[src/rtl/serial_ula_ctrl.sv]
// Bit-serial controller for an external 1-bit ULA: feeds operand bits LSB-first,
// chains the carry bit-to-bit and assembles the WIDTH-bit result.
module serial_ula_ctrl #(
  parameter int WIDTH = 8
) (
  input  logic             clk,
  input  logic             rst_n,
  input  logic             start,
  input  logic [1:0]       opIn,
  input  logic [WIDTH-1:0] aIn,
  input  logic [WIDTH-1:0] bIn,
  input  logic             carryIn,
  output logic             busy,
  output logic             done,
  output logic [WIDTH-1:0] result,
  output logic             carryOut,
  output logic             ulaA,
  output logic             ulaB,
  output logic             ulaCarryIn,
  output logic [1:0]       ulaOp,
  input  logic             ulaC,
  input  logic             ulaCarryOut
);

  localparam int CW = $clog2(WIDTH + 1);

  typedef enum logic [1:0] {IDLE, RUN, DONE} state_t;

  state_t           state, state_nxt;
  logic [WIDTH-1:0] a_reg, b_reg, res_reg;
  logic [1:0]       op_reg;
  logic             carry_reg, cout_reg;
  logic [CW-1:0]    cnt;
  logic             capture;
  logic             last_bit;

  assign last_bit = (cnt == CW'(WIDTH - 1));

  // NOTE: every signal driven here gets a default first, so no path can leave
  // it unassigned and infer a latch.
  always_comb begin
    state_nxt = state;
    capture   = 1'b0;
    case (state)
      IDLE: if (start) begin
        capture   = 1'b1;
        state_nxt = RUN;
      end
      RUN:  if (last_bit) state_nxt = DONE;
      DONE: begin
        if (start) begin
          capture   = 1'b1;
          state_nxt = RUN;
        end else begin
          state_nxt = IDLE;
        end
      end
      default: state_nxt = IDLE;
    endcase
  end

  // NOTE: sequential state uses non-blocking assignments only, so every
  // register samples its inputs as they were before the edge.
  always_ff @(posedge clk or negedge rst_n) begin
    if (!rst_n) state <= IDLE;
    else        state <= state_nxt;
  end

  // NOTE: the datapath registers are reset too, since result/carryOut and the
  // ULA-side outputs must read 0 the instant reset is applied.
  always_ff @(posedge clk or negedge rst_n) begin
    if (!rst_n) begin
      a_reg     <= '0;
      b_reg     <= '0;
      op_reg    <= '0;
      carry_reg <= 1'b0;
      cnt       <= '0;
      res_reg   <= '0;
      cout_reg  <= 1'b0;
    end else if (capture) begin
      a_reg     <= aIn;
      b_reg     <= bIn;
      op_reg    <= opIn;
      carry_reg <= carryIn;
      cnt       <= '0;
    end else if (state == RUN) begin
      a_reg     <= a_reg >> 1;
      b_reg     <= b_reg >> 1;
      carry_reg <= ulaCarryOut;
      cnt       <= cnt + CW'(1);
      res_reg   <= {ulaC, res_reg[WIDTH-1:1]};
      // carryOut only moves on the final bit so it holds the previous value during RUN
      if (last_bit) cout_reg <= ulaCarryOut;
    end
  end

  assign busy       = (state == RUN);
  assign done       = (state == DONE);
  assign result     = res_reg;
  assign carryOut   = cout_reg;
  assign ulaA       = busy & a_reg[0];
  assign ulaB       = busy & b_reg[0];
  assign ulaCarryIn = busy & carry_reg;
  assign ulaOp      = busy ? op_reg : 2'b00;

endmodule
[config.mk]
export PLATFORM = sky130hd
export DESIGN_NAME = serial_ula_ctrl
export DESIGN_NICKNAME = d
export VERILOG_FILES = /design/src/rtl/serial_ula_ctrl.sv
export SDC_FILE = /design/constraint.sdc
export NUM_CORES = 1
export LEC_CHECK = 0
export ABC_CLOCK_PERIOD_IN_PS = 1100
export BUFFER_PORTS_ARGS = -buffer_cell sky130_fd_sc_hd__buf_2
export CAP_MARGIN = 25
export CORE_UTILIZATION = 40
export DETAILED_ROUTE_END_ITERATION = 6
export GPL_TIMING_DRIVEN = 0
export PLACE_DENSITY_LB_ADDON = 0.05
export SLEW_MARGIN = 20
export SYNTH_ARGS = -nofsm -noshare
export SYNTH_HDL_FRONTEND = slang
export SYNTH_SLANG_ARGS = --single-unit
[constraint.sdc]
create_clock -name clk -period 1.1 [get_ports clk]
set_input_delay 0.165 -clock clk [delete_from_list [all_inputs] [get_ports clk]]
set_output_delay 0.165 -clock clk [all_outputs]
set_load 0.01 [all_outputs]
==> impl_metrics.env, run 1 <==
export IMPL_drive_above_1_share_pct=48.0
export IMPL_postRouteAntennaNets=0
export IMPL_layout_commonest_cell="nand2_1"
export IMPL_async_flop_share_pct=100
export IMPL_switching_share_pct=38.0
export IMPL_dr_total_vias=1342
export IMPL_nFillCells=294
export IMPL_seq_area_frac_synth_pct=57.0
export IMPL_core_area_mm2=0.00347
export IMPL_grt_remaining_overflow=0
export IMPL_status="finished with violations"
export IMPL_ir_drop_v=0.00153
export IMPL_fp_dieW_um=63.1
export IMPL_hp_class="primary input to flop"
export IMPL_cts_tree="built"
export IMPL_path_class="flop to output pin"
export IMPL_antenna_found_initial=0
export IMPL_grt_pass1_vias=1308
export IMPL_nets=249
export IMPL_reg2reg_to="cnt[3]$_DFFE_PN0P_"
export IMPL_slew_headroom_pct=67.9
export IMPL_placed_area_mm2=0.00181
export IMPL_startpoint="state[1]$_DFFE_PN0P_"
export IMPL_numPortBuffers=39
export IMPL_synth_distinct_cells=24
export IMPL_drt_initial_drc_count=79
export IMPL_synth_edff_count=0
export IMPL_routedWlPerCell_um=14.7
export IMPL_cts_max_level=2
export IMPL_synth_area_leader_cell="dfrtp_1"
export IMPL_violations="setup timing"
export IMPL_syn2layout_area_growth_pct=52.5
export IMPL_path_cells="nand2b_4 -> inv_8 -> buf_8 -> and2_4 -> buf_6"
export IMPL_hpwl_mm=2.32
export IMPL_comb_power_share_pct=55.2
export IMPL_cp_end_kind="output pin"
export IMPL_netSwitchingPower_uw=2760
export IMPL_pwr_share_clk_pct=13.4
export IMPL_period_share_pct=130
export IMPL_layout_setup_ws_ns=-0.332
export IMPL_cts_clk_slew_worst_paths_ns=0.07
export IMPL_syn_nets=187
export IMPL_finalWirelength_mm=3.98
export IMPL_drv_cap=0
export IMPL_hold_viol=0
export IMPL_worst_slew_pin_slew_ns=0.481
export IMPL_root_buffer="clkbuf_8"
export IMPL_whs_ns=0.0742
export IMPL_finalMaxSlewViolations=0
export IMPL_rsz0062_at_grt="true"
export IMPL_powerDensity_mw_per_mm2=3180
export IMPL_grtUsageTotal_pct=21.2
export IMPL_die_y_um=63.1
export IMPL_worst_clock_skew_ns=0.00527
export IMPL_yosys_top_cells_area="dfrtp_1 57%, nand2_1 16%, a31oi_1 4.2%"
export IMPL_avgSynthCellArea_um2=9.22
export IMPL_layout_common_cells="50 x nand2_1, 34 x dfrtp_1, 32 x buf_2, 14 x buf_6, 13 x nor2_1"
export IMPL_synthFlopType="dfrtp_1"
export IMPL_power_frac_seq_pct=31.5
export IMPL_cp_start_kind="flop"
export IMPL_setup_viol=39
export IMPL_netlist_area_leader_share_pct=57.0
export IMPL_endpoint="ulaA"
export IMPL_clk_latency_ns=0.29
export IMPL_synth_seq_cells=34
export IMPL_drcViolationCount=0
export IMPL_cp_max_fo=7
export IMPL_r2r_cells=7
export IMPL_antenna_cells=0
export IMPL_routabilityCongestion=0.740
export IMPL_grt_max_degree=35
export IMPL_dr_pass1_iters=4
export IMPL_slowest_delay_ns=0.39
export IMPL_clock_sinks=34
export IMPL_clock_path_buffers=2
export IMPL_leakagePower_uw=0.00114
export IMPL_worst_r2r_setup_slack_ns=-0.26
export IMPL_cts_made_buffers=5
export IMPL_stdcell_area_mm2=0.00228
export IMPL_ys_warn_count=0
export IMPL_rr_startpoint="state[1]$_DFFE_PN0P_"
export IMPL_slowest_stage="dfrtp_1"
export IMPL_synth_cells=162
export IMPL_initial_core_util_pct=43.1
export IMPL_vias_per_cell=4.95
export IMPL_num_io_pins=40
export IMPL_die_area_mm2=0.00398
export IMPL_worst_ep_arrival_time_ns=1.27
export IMPL_required_ns=0.94
export IMPL_rows=21
export IMPL_synth_area_mm2=0.00149
export IMPL_fmax_mhz=699
export IMPL_finalCriticalPeriod_ns=1.43
export IMPL_intPower_uw=4490
export IMPL_grt_first_pass_wirelength_mm=6.33
==> worst min-delay path by stage <==
stage	slack, ns	cells past startpoint	endpoint	start
final	0.07	3	op_reg[0]$_DFFE_PN0P_	opIn[0]
after global routing	0.08	3	op_reg[0]$_DFFE_PN0P_	opIn[0]
after CTS	0.07	3	op_reg[0]$_DFFE_PN0P_	opIn[0]
after detailed placement	0.28	1	cnt[2]$_DFFE_PN0P_	rst_n
after global placement	0.27	1	result[0]$_DFFE_PN0P_	rst_n
after floorplan	-0.13	0	a_reg[0]$_DFFE_PN0P_	rst_n
==> layer usage <==
metal	GRT usage [%]	share of wire, %
met3	6.34	3.7
met5	0	0
met4	6.10	1.1
met1	27.2	44
met2	34.4	51
==> per-stage QoR <==
stage | power [µW] | std cells | util, % | worst slack [ns] | setup TNS (ns)
5_1_grt | 7720 | 271 | 65.7 | -0.380 | -8.08
3_5_place_dp | 4840 | 247 | 52.1 | -0.290 | -5.03
3_3_place_gp | 4740 | 247 | 52.1 | -0.295 | -4.35
2_1_floorplan | 4080 | 162 | - | -0.124 | -0.283
4_1_cts | 6700 | 266 | 61.6 | -0.317 | -5.98
6_report | 7250 | 271 | 65.7 | -0.332 | -6.12
==> cell families (layout without fill, tap and decap cells) <==
logic type,after synthesis,after routing,share of synthesized area [%]
xor+xnor,1,1,0.586
buf+inv,11,74,4.69
mux,4,4,3.10
compound gates,18,18,7.45
flops,34,34,57.0
simple gates,93,93,26.4
fa+ha+maj,1,1,0.837
==> Yosys cell counts, types with 2 or more instances <==
cell      count
dfrtp_1      34
o22ai_1       3
a22oi_1       2
a21oi_1       2
buf_2         7
buf_6         2
nand3_1       3
nand2_1      62
nor3_1        3
a31oi_1      10
nor2_1       14
mux2i_1       2
and2_1        5
nand2b_1      2
nor2b_1       2
==> worst max-delay path, delay by kind of cell, from the launching register on <==
family	cells	cell delay, ns
buffers and inverters	3	0.27
AND/OR/NAND/NOR	2	0.32
flip-flops	1	0.39
==> what timing repair did <==
action | 4_1_cts | 5_1_grt
endpoints found under the setup margin | 39 | 74
buffers inserted | 9 | 6
hold endpoints to repair | 34 | 0
cloned | 2 | 0
hold buffers | 1 | 0
pin swaps | 5 | 20
resized for setup | 33 | 33
==> final cells by class <==
cell class	count	area [µm²]	area share (%)
flip-flops and latches	34	851	37.3
multi-input cells	117	733	32.2
repair buffers	56	415	18.2
plain buffers	9	119	5.22
clock buffers	7	86.3	3.79
well taps	46	57.6	2.53
inverters	1	11.3	0.494
clock inverters	1	5.00	0.220
==> power by group through the flow <==
stage	Combinational, µW	Sequential (µW)	Clock (µW)
after floorplan	1840	2240	0
after global placement	2520	2220	0
after detailed placement	2590	2250	0
after CTS	3500	2220	982
after global routing	4320	2360	1040
final	4000	2280	969
Note: power is estimated with default switching activity, not from simulation.
==> run 2: changes to the inputs <==
--- a/config.mk
+++ b/config.mk
@@ -5,13 +5,16 @@
 export SDC_FILE = /design/constraint.sdc
 export NUM_CORES = 1
 export LEC_CHECK = 0
+export ABC_AREA = 1
 export ABC_CLOCK_PERIOD_IN_PS = 1100
 export BUFFER_PORTS_ARGS = -buffer_cell sky130_fd_sc_hd__buf_2
 export CAP_MARGIN = 25
 export CORE_UTILIZATION = 40
 export DETAILED_ROUTE_END_ITERATION = 6
 export GPL_TIMING_DRIVEN = 0
+export MAX_ROUTING_LAYER = met4
 export PLACE_DENSITY_LB_ADDON = 0.05
+export REMOVE_ABC_BUFFERS = 1
 export SLEW_MARGIN = 20
 export SYNTH_ARGS = -nofsm -noshare
 export SYNTH_HDL_FRONTEND = slang
==> run 2 against run 1 <==
Effect of this change: the run still ends with setup timing left; clock power is 14% lower; clock skew fell by 0.0015 ns; highest routed layer unchanged; largest power group unchanged; sequential power decreased by 4%; cell count increased by 20%; utilization shrank 2.4 points; non-clock buffer count shrank 6; first-iteration DRC count is 18% lower; synthesized cell count rose by 33%; register-to-register slack gained 0.12 ns; critical path type unchanged; design area grew 5.6%.
==> impl_metrics.env, run 2 <==
export IMPL_violations="setup timing"
export IMPL_ir_drop_v=0.00129
export IMPL_path_class="flop to output pin"
export IMPL_seq_area_frac_synth_pct=52.1
export IMPL_drcViolationCount=0
export IMPL_drive_above_1_share_pct=38.3
export IMPL_cp_max_fo=6
export IMPL_antenna_cells=0
export IMPL_worst_slew_pin_slew_ns=0.457
export IMPL_finalCriticalPeriod_ns=1.26
export IMPL_vias_per_cell=4.51
export IMPL_slowest_stage="dfrtp_2"
export IMPL_dr_pass1_iters=4
export IMPL_path_cells="nand2_8 -> nor2_2 -> buf_2"
export IMPL_synth_distinct_cells=16
export IMPL_layout_setup_ws_ns=-0.165
export IMPL_root_buffer="clkbuf_8"
export IMPL_power_uw=7000
export IMPL_multiInputGateArea_um2=748
export IMPL_clock_path_buffers=2
export IMPL_slowest_delay_ns=0.49
export IMPL_worst_clock_skew_ns=0.00376
export IMPL_avgSynthCellArea_um2=7.59
export IMPL_postRouteAntennaNets=0
export IMPL_core_area_mm2=0.00380
export IMPL_die_y_um=65.9
export IMPL_clock_sinks=34
export IMPL_hpwl_mm=1.94
export IMPL_yosys_top_cells_area="dfrtp_1 52%, nand2_1 20%, inv_1 8.7%"
export IMPL_routedWlPerCell_um=11.4
export IMPL_slew_headroom_pct=69.5
export IMPL_dp_slack_ns=-0.407
export IMPL_synth_cells=215
export IMPL_grt_remaining_overflow=0
export IMPL_period_share_pct=115
export IMPL_cts_made_buffers=5
export IMPL_synth_most_common_cell="nand2_1"
export IMPL_finalWirelength_mm=3.69
export IMPL_antenna_found_initial=0
export IMPL_layout_commonest_cell="nand2_1"
export IMPL_synthFlopType="dfrtp_1"
export IMPL_fmax_mhz=791
export IMPL_cp_start_kind="flop"
export IMPL_hp_class="primary input to flop"
export IMPL_nFillCells=335
export IMPL_synth_commonest_cells="89 x nand2_1, 38 x inv_1, 34 x dfrtp_1"
export IMPL_intPower_uw=4150
export IMPL_switching_share_pct=40.7
export IMPL_dr_total_vias=1466
export IMPL_cts_clk_slew_worst_paths_ns=0.06
export IMPL_grtUsageTotal_pct=19.8
export IMPL_power_frac_seq_pct=31.4
export IMPL_fp_dieW_um=65.9
export IMPL_synth_area_mm2=0.00163
export IMPL_synth_edff_count=0
export IMPL_pwr_share_clk_pct=11.9
export IMPL_async_flop_share_pct=100
export IMPL_hold_viol=0
export IMPL_numPortBuffers=39
export IMPL_grt_first_pass_wirelength_mm=6.12
export IMPL_num_io_pins=40
export IMPL_synth_seq_cells=34
export IMPL_grt_max_degree=35
export IMPL_leakagePower_uw=0.00134
export IMPL_drv_cap=0
export IMPL_comb_power_share_pct=56.8
export IMPL_die_area_mm2=0.00434
export IMPL_cts_tree="built"
export IMPL_drt_initial_drc_count=65
export IMPL_nets=302
export IMPL_netSwitchingPower_uw=2850
export IMPL_stdcell_area_mm2=0.00241
export IMPL_placed_area_mm2=0.00183
export IMPL_ys_warn_count=0
export IMPL_clk_latency_ns=0.28
export IMPL_cp_end_kind="output pin"
export IMPL_syn2layout_area_growth_pct=47.4
export IMPL_finalMaxSlewViolations=0
export IMPL_setup_viol=33
export IMPL_grt_pass1_vias=1327
export IMPL_layout_common_cells="80 x nand2_1, 37 x inv_1, 37 x buf_2, 33 x dfrtp_1, 10 x nand3_2"
export IMPL_worst_ep_arrival_time_ns=1.10
export IMPL_required_ns=0.94
export IMPL_routabilityCongestion=0.750
export IMPL_seq_area_um2=852
export IMPL_rows=22
export IMPL_netlist_area_leader_share_pct=52.1
export IMPL_rsz0062_at_grt="true"
export IMPL_initial_core_util_pct=43.0
export IMPL_status="finished with violations"
export IMPL_cts_max_level=2
export IMPL_powerDensity_mw_per_mm2=2910
export IMPL_synth_area_leader_cell="dfrtp_1"
==> run 2: cell count changes in the layout (fill, tap and decap cells not counted), moves of 6 or more <==
| cell | before | now |
|---|---|---|
| inv_1 | 0 | 37 |
| nand2_1 | 50 | 80 |
| nand3_2 | 0 | 10 |
| buf_6 | 14 | 5 |
| a31oi_1 | 8 | 0 |
| nor2_1 | 13 | 5 |
| o21ai_1 | 0 | 7 |
| buf_12 | 0 | 6 |
==> run 2: area by class of cell <==
type	count	area share, %
clock buffers	7	3.17
multi-input cells	135	31.1
inverters	41	7.33
well taps	48	2.50
repair inverters	1	0.468
flip-flops and latches	34	35.4
repair buffers	59	20.0
==> run 2: path summary, 6_finish.rpt <==
kind,startpoint,to,depth (start not counted),slack [ns]
max,state[0]$_DFFE_PN0P_,ulaCarryIn,3,-0.16
min,bIn[7],b_reg[7]$_DFFE_PN0P_,3,0.09
max reg2reg,state[0]$_DFFE_PN0P_,a_reg[5]$_DFFE_PN0P_,6,-0.14
min reg2reg,a_reg[6]$_DFFE_PN0P_,a_reg[6]$_DFFE_PN0P_,2,0.47
max in group asynchronous,rst_n,state[0]$_DFFE_PN0P_,2,0.36
min in group asynchronous,rst_n,op_reg[0]$_DFFE_PN0P_,2,0.40
==> run 2: metrics by stage <==
step           hold WS (ns)  TNS, ns  utilization, %  cells
2_1_floorplan        -0.131    -5.93               -    208
3_3_place_gp          0.287   -16.73            48.2    295
3_5_place_dp          0.273    -7.80            48.3    295
4_1_cts              0.0855    -2.48            61.2    323
5_1_grt               0.103    -4.79            63.3    325
6_report             0.0900    -3.14            63.3    325
==> run 2: cells by family after synthesis <==
kind of cell | Yosys count | share of synthesized area, %
AND/OR/NAND/NOR | 115 | 28.7
buffers and inverters | 48 | 13.2
flip-flops | 34 | 52.1
AO/OA/AOI/OAI | 17 | 5.21
adder cells (fa/ha/maj) | 1 | 0.766
==> run 2: worst max-delay path, delay by kind of cell, from the launching register on <==
family	cells	cell delay (ns)
and+or+nand+nor	2	0.20
buffers and inverters	1	0.13
DFF	1	0.49
==> run 2: repair_timing <==
action	in CTS	in global routing
hold endpoints to repair	34	0
hold buffers	1	0
gates cloned	4	0
setup endpoints to repair	34	69
gates resized for setup	43	28
buffers inserted	16	3
pin swaps	18	5
==> run 2: per-layer routing <==
layer | vias to the layer above | part of all wire (%) | wire [µm] | track usage, %
met4 | 0 | 2.2 | 82 | 8.97
met5 | - | 0 | 0 | -
met1 | 660 | 48 | 1760 | 24.8
li1 | 763 | - | - | -
met3 | 9 | 3.8 | 141 | 3.97
met2 | 34 | 46 | 1710 | 30.9
==> run 2: power by group through the flow <==
| stage | registers [µW] | clock network, µW | logic (µW) |
|---|---|---|---|
| detailed placement | 2140 | 0 | 2230 |
| CTS | 2160 | 864 | 3680 |
| global route | 2270 | 904 | 4420 |
| finish | 2200 | 831 | 3970 |
| global placement | 2120 | 0 | 2230 |
| floorplan | 2170 | 0 | 1490 |
